===== src/rtl/snake_score_display.sv =====
// snake_score_display: binary score to BCD via double-dabble,
// shown on a multiplexed, active-low 3-digit seven-segment display.
module snake_score_display #(
    parameter int REFRESH_BITS  = 17,
    parameter bit BLANK_LEADING = 1'b1
) (
    input  logic       CLK,
    input  logic       Reset,
    input  logic [7:0] Score,
    input  logic       Score_Valid,
    output logic       Busy,
    output logic [7:0] An,
    output logic [7:0] Seg
);

    typedef enum logic [1:0] {
        IDLE    = 2'd0,
        CONVERT = 2'd1,
        COMMIT  = 2'd2
    } state_t;

    state_t state_q, state_nx;

    logic [7:0]  shift_q, shift_nx;
    logic [11:0] bcd_q, bcd_nx;
    logic [11:0] bcd_adj;
    logic [3:0]  bit_q, bit_nx;
    logic [7:0]  pend_q, pend_nx;
    logic        pend_v_q, pend_v_nx;

    logic [3:0]  hun_q, hun_nx;
    logic [3:0]  ten_q, ten_nx;
    logic [3:0]  one_q, one_nx;

    logic [REFRESH_BITS-1:0] refresh_q;
    logic [1:0]              idx;

    logic [7:0] an_nx, seg_nx;

    function automatic logic [3:0] dabble(input logic [3:0] n);
        return (n >= 4'd5) ? n + 4'd3 : n;
    endfunction

    function automatic logic [7:0] seg_of(input logic [3:0] d);
        logic [7:0] s;
        unique case (d)
            4'd0:    s = 8'b00000011;
            4'd1:    s = 8'b10011111;
            4'd2:    s = 8'b00100101;
            4'd3:    s = 8'b00001101;
            4'd4:    s = 8'b10011001;
            4'd5:    s = 8'b01001001;
            4'd6:    s = 8'b01000001;
            4'd7:    s = 8'b00011111;
            4'd8:    s = 8'b00000001;
            4'd9:    s = 8'b00001001;
            default: s = 8'hFF;
        endcase
        return s;
    endfunction

    assign bcd_adj = {dabble(bcd_q[11:8]),
                      dabble(bcd_q[7:4]),
                      dabble(bcd_q[3:0])};

    // Next-state logic for the conversion FSM and pending request
    always_comb begin
        state_nx  = state_q;
        shift_nx  = shift_q;
        bcd_nx    = bcd_q;
        bit_nx    = bit_q;
        pend_nx   = pend_q;
        pend_v_nx = pend_v_q;
        hun_nx    = hun_q;
        ten_nx    = ten_q;
        one_nx    = one_q;
        unique case (state_q)
            IDLE: begin
                if (Score_Valid) begin
                    shift_nx = Score;
                    bcd_nx   = 12'd0;
                    bit_nx   = 4'd0;
                    state_nx = CONVERT;
                end
            end
            CONVERT: begin
                bcd_nx   = {bcd_adj[10:0], shift_q[7]};
                shift_nx = {shift_q[6:0], 1'b0};
                bit_nx   = bit_q + 4'd1;
                if (bit_q == 4'd7) begin
                    state_nx = COMMIT;
                end
                if (Score_Valid) begin
                    pend_nx   = Score;
                    pend_v_nx = 1'b1;
                end
            end
            COMMIT: begin
                hun_nx = bcd_q[11:8];
                ten_nx = bcd_q[7:4];
                one_nx = bcd_q[3:0];
                if (Score_Valid || pend_v_q) begin
                    // a request arriving now is newer than the stored one
                    shift_nx  = Score_Valid ? Score : pend_q;
                    bcd_nx    = 12'd0;
                    bit_nx    = 4'd0;
                    pend_v_nx = 1'b0;
                    state_nx  = CONVERT;
                end else begin
                    state_nx = IDLE;
                end
            end
            default: begin
                state_nx = IDLE;
            end
        endcase
    end

    // Conversion FSM, datapath and displayed-digit registers
    always_ff @(posedge CLK or negedge Reset) begin
        if (!Reset) begin
            state_q  <= IDLE;
            shift_q  <= 8'd0;
            bcd_q    <= 12'd0;
            bit_q    <= 4'd0;
            pend_q   <= 8'd0;
            pend_v_q <= 1'b0;
            hun_q    <= 4'd0;
            ten_q    <= 4'd0;
            one_q    <= 4'd0;
        end else begin
            state_q  <= state_nx;
            shift_q  <= shift_nx;
            bcd_q    <= bcd_nx;
            bit_q    <= bit_nx;
            pend_q   <= pend_nx;
            pend_v_q <= pend_v_nx;
            hun_q    <= hun_nx;
            ten_q    <= ten_nx;
            one_q    <= one_nx;
        end
    end

    assign Busy = (state_q != IDLE);

    // Free-running refresh counter; top two bits select the digit
    always_ff @(posedge CLK or negedge Reset) begin
        if (!Reset) begin
            refresh_q <= '0;
        end else begin
            refresh_q <= refresh_q + 1'b1;
        end
    end

    assign idx = refresh_q[REFRESH_BITS-1 -: 2];

    // Digit mux with leading-zero blanking
    always_comb begin
        an_nx  = 8'hFF;
        seg_nx = 8'hFF;
        unique case (idx)
            2'd0: begin
                an_nx  = 8'b11111110;
                seg_nx = seg_of(one_q);
            end
            2'd1: begin
                if (!(BLANK_LEADING && hun_q == 4'd0 &&
                      ten_q == 4'd0)) begin
                    an_nx  = 8'b11111101;
                    seg_nx = seg_of(ten_q);
                end
            end
            2'd2: begin
                if (!(BLANK_LEADING && hun_q == 4'd0)) begin
                    an_nx  = 8'b11111011;
                    seg_nx = seg_of(hun_q);
                end
            end
            default: begin
                an_nx  = 8'hFF;
                seg_nx = 8'hFF;
            end
        endcase
    end

    // Registered display outputs
    always_ff @(posedge CLK or negedge Reset) begin
        if (!Reset) begin
            An  <= 8'hFF;
            Seg <= 8'hFF;
        end else begin
            An  <= an_nx;
            Seg <= seg_nx;
        end
    end

endmodule


===== config.mk =====
export PLATFORM = sky130hd
export DESIGN_NAME = snake_score_display
export DESIGN_NICKNAME = d
export VERILOG_FILES = /design/src/rtl/snake_score_display.sv
export SDC_FILE = /design/constraint.sdc
export NUM_CORES = 1
export LEC_CHECK = 0
export BUFFER_PORTS_ARGS = -buffer_cell sky130_fd_sc_hd__buf_4
export CORE_MARGIN = 2
export CORE_UTILIZATION = 45
export DETAILED_ROUTE_END_ITERATION = 12
export HOLD_SLACK_MARGIN = 0.1
export PLACE_DENSITY_LB_ADDON = 0.12
export SLEW_MARGIN = 20
export SYNTH_ARGS = -nofsm -noshare
export SYNTH_HDL_FRONTEND = slang
export SYNTH_SLANG_ARGS = --single-unit

===== constraint.sdc =====
create_clock -name CLK -period 2.4 [get_ports CLK]
set_input_delay 0.24 -clock CLK [delete_from_list [all_inputs] [get_ports CLK]]
set_output_delay 0.24 -clock CLK [all_outputs]
set_load 0.01 [all_outputs]

# After elaboration in Yosys (flattened, before gate mapping)
# Memories as Yosys holds them, arrays and structs flattened.
# Cells that the tools add are included.
# word_totals
register_bits	80
mem_bits_ro	336
word_cells	70
memories	3
# memory_table
name	depth	word_bits	read_ports	rd_ports_with_merged_regs	wr	line_no	text
(no name shown)	16	7	1	0	0	46	unique case (d)
(no name shown)	16	7	1	0	0	46	
(no name shown)	16	7	1	0	0	46	
# op_classes
n_addsub	5
magnitude_cmp	3
n_eq_ne	9
n_mux	26
n_reduce_logical	12
# ops
cell	count
$pmux 8 s3	3
$mux 8	5
$pmux 12 s3	1
$mux 12	2
$add 17x1->17 const B	1
$mux 4	4
$ge 4x3->1 const B	3
$pmux 4 s3	1
$add 4x2->4 const B	2
$logic_not 4->1	2
$ne 2x2->1 const B	4
$mux 2	3
$mux 3	2
$pmux 2 s3	1
$reduce_and 3->1	2
$add 4x1->4 const B	1
$eq 2x1->1 const B	2
$eq 2x2->1 const B	2
$eq 4x3->1 const B	1
$logic_not 2->1	2
$reduce_bool 2->1	2
$add 3x2->3 const B	1
$mux 1	3
$reduce_bool 3->1	1
4 further kinds	4

# Logic depth before layout (Yosys ltp)
# logic_depth
depth_word	4
ltp_mapped	8
depth_no_buf	6

# Least setup slack after synthesis
# OpenSTA, ideal clock, no wires.
# synth_path
path_kind	register to register
from	register state_q[0]
to	register bcd_q[6]
arrival_time_ns	1.550
required_time_ns	2.279
slack_ns	0.729
path_stages_with_launch	9
n_path_buf	2
path_cell_list	dfrtp_1 -> inv_1 -> ha_1 -> inv_1 -> a21oi_1 -> or2_1 -> buf_2 -> buf_6 -> a22o_1
# synth_via
elab_chain_len	3
# synth_rtl
item	line_no	text
start: declaration	22	state_t state_q, state_nx;
start signal: assignment	132	state_q <= state_nx;
$eq 2x2->1 (tied with other cells)	77	unique case (state_q)
$ne 2x2->1 (no line) / $reduce_bool 3->1 (equally long branches)	n/a	
$reduce_and 3->1 (no line)	n/a	
end signal: assignment	134	bcd_q <= bcd_nx;
end: declaration	25	logic [11:0] bcd_q, bcd_nx;
# Parallel ways exist; a longest one is shown, timed or not.
# A chain may end at the register's enable or synchronous reset.

# Worst setup path in the final report
# layout_path
from	register state_q[0]
to	register bit_q[3]
# layout_via
elab_chain_len	3
# layout_rtl
item	line_no	text
$eq 2x2->1 (tied with other cells)	77	
$ne 2x2->1 (no line) / $reduce_bool 3->1 (equally long branches)	n/a	
$reduce_and 3->1 (no line)	n/a	
end signal: assignment	135	bit_q <= bit_nx;
end: declaration	27	logic [3:0] bit_q, bit_nx;
# Parallel ways exist; a longest one is shown, timed or not.

==> impl_results.md <==
* Final Instance Area at 4710 um2
* Synth Flop Type: dfrtp_1
* Htree depth at 3
* Post-synth EDFFs at 0
* Grt ovf at 0
* TNS Setup at 0 ps
* Antenna violations before repair at 0
* Cell with the most instances after synthesis: dfrtp_1
* Starting Density at 0.461
* Bufs on Longest Clock Path at 2
* Int Power at between 2 and 3 mW
* Core Util, Final at 0.512
* Vias in the first global route at 2932
* DRT iter0 DRCs at between 100 and 150
* Setup Skew at 5.63 ps
* Ranking of synthesized cells by area: dfrtp_1 (38%), ha_1 (8.9%), o21ai_0 (6.3%)
* Buffers added on ports at 21
* Multi-input gate area at 2120 um2
* Clock power share at 0.298
* Via Count at 3085
* Period utilization at 0.798
* Fin worst setup slack at around 490 ps
* Syn. warnings at 0
* WP data arrival at 2140 ps
* Slew @ Worst Pin at 625 ps
* Routed vias/inst at 5.44
* Crit Path Max Fanout at 24
* Drt total wl at around 8000 um
* DRC viols at 0
* CTS buffer count at 9
* Worst Hold Class: in -> reg
* Setup slack at placement at 484 ps
* MaxCap Viol Count at 0
* Drt wl/cell at 13.9 um
* Register area share after synthesis at 0.440
* All-layer global routing usage at 0.170
* Syn-to-layout area delta at 11.0%
* Final Setup Violations at 0
* Io pins at 28
* Core Region at 9200 um2
* Post-CTS sizing at 0
* Status: complete, no violations
* Die height at 101 um
* Synth area leader: dfrtp_1
* NetSw at between 1 and 1.5 mW
* Layout Nets at 492
* CTS Sinks at 74
* Max Freq at between 500 and 600 MHz
* Top cells by count, synth: dfrtp_1 (64), o21ai_0 (53), a21oi_1 (34)
* Share of cells above drive strength 1 at 0.160
* Pleak at 2.12 nW
* Max IR drop VDD at 589 uV
* Crit start category: flop
* Largest net degree at the start of global routing at 39
* Ant diodes at 0
* Tot Pwr at roughly 4.3 mW
* Detailed placement HPWL at 5620 um
* First-pass GRT wire length at 13800 um
* # fillers at 847
* ANT nets after route at 0
* CTS tree: yes
* Sequential cell area at around 1900 um2
* DR pass1 iterations at 4
* Slew HR at 0.584
* Power per cell area at 912 nW/um2
* Clock root buffer: clkbuf_8
* Final Wtd Congestion at 0.827
* Placed instance area at 4430 um2
* Final Slew Violations at 0
* Post-CTS setup buffers at 0
* Die span in x at 101 um
* Die area at 10200 um2
* Unique masters post-synth at 54
* Insertion delay to the later sink of the worst-skew pair at 340 ps
* Cts hold-fix bufs at 1
* FF+latch count, synth at 74
* Critical path class: reg -> reg
* Part of the power in registers at 0.389
* Clk slew on worst S/H paths at 70 ps
* Placed Cells at 550
* Switching part of the total at 0.327
* Avg Cell Area, Syn at 9.70 um2
* Comb pwr share at 0.314
* Area share of the largest cell type after synthesis at 0.378
* Final Non-Filler Cells at 567
* Hold Violations, Final at 0
* Async S/R FF share, synth at 1.00
* Setup crit end kind: flop
* Post-synthesis cell count at 437
* Worst Path Required at 2630 ps
* Std-Cell Rows at 35
* Cell Area, Synth at 4240 um2
* Min cycle time layout at 1910 ps
* Hold_ws at 144 ps
* RSZ-0062 raised after global routing: false
## power by group through the flow
stage | Combinational, mW | Clock (mW) | Sequential, mW
final | 1.35 | 1.28 | 1.67
after detailed placement | 1.35 | 0 | 1.69
after global placement | 1.33 | 0 | 1.69
after floorplan | 1.06 | 0 | 1.65
after CTS | 1.36 | 1.31 | 1.67
after global routing | 1.54 | 1.36 | 1.70
## logic make-up after synthesis
family	Yosys count	share of synthesized area
adder cells (fa/ha/maj)	30	0.0885
buffers and inverters	58	0.0649
other	1	0.000884
XOR/XNOR	18	0.0372
AND/OR/NAND/NOR	111	0.139
multiplexers	16	0.0410
AO/OA/AOI/OAI	129	0.189
flip-flops	74	0.440
## per-layer routing
metal | vias up | GRT usage | share of wire
met5 | - | 0 | 0
met4 | 0 | 0.0717 | 0.022
met3 | 15 | 0.0368 | 0.030
met2 | 60 | 0.269 | 0.47
met1 | 1466 | 0.225 | 0.48
li1 | 1544 | - | -
## sequential cells by signal, indices dropped and copies added (netlist names)
name and cells:
bcd_q 12, hun_q 4, pend_q 8, Seg 7, one_q 4, bit_q 4
ten_q 4, shift_q 8, pend_v_q 1, refresh_q 17, An 3, state_q 2
## cell type report
class,instances,share of cell area
Clock buffer,11,0.0300
Clock inverter,5,0.0266
Inverter,28,0.0223
Multi-Input combinational cell,310,0.450
Sequential cell,74,0.396
Tap cell,111,0.0295
Timing Repair Buffer,28,0.0452
## worst max-delay path, cell delays in order (launching register included)
cell	delay, ps
dfrtp_1	430
inv_1	100
ha_1	320
nand2b_1	110
a21oi_1	70
or2_1	210
buf_4	220
o311ai_0	350
## layout by cell type (no fill, tap or decap), types with 2 or more instances in the layout
cell type  instances
o311ai_2           2
and3_1             2
nor3_1             7
buf_4             27
nor2_1            18
a22o_1             9
a211oi_1           2
xnor2_1           13
o221ai_1           5
conb_1             6
mux2_2            11
nand2b_1           9
nand2_1           31
a21oi_1           34
nor3b_1            2
o211ai_1           3
inv_1             28
ha_1              30
dfstp_2           10
dfrtp_1           64
o31ai_1            9
nor2b_1           11
xor2_1             5
o32a_1             2
mux2i_1            5
bufinv_16          4
clkbuf_8          10
nand3_1           17
o21ai_0           53
nand3b_1           3
## final timing paths
check,startpoint,endpoint,slack (ps),cells after the start
hold / removal,Score[0],pend_q[0],140,2
max in group asynchronous,Reset,An[1],1320,3
setup / recovery,state_q[0],bit_q[3],490,7
min in group asynchronous,Reset,ten_q[0],400,2
setup reg to reg,state_q[0],bit_q[3],490,7
hold reg to reg,refresh_q[11],refresh_q[11],480,1
Power figures use the tool's default switching activity.
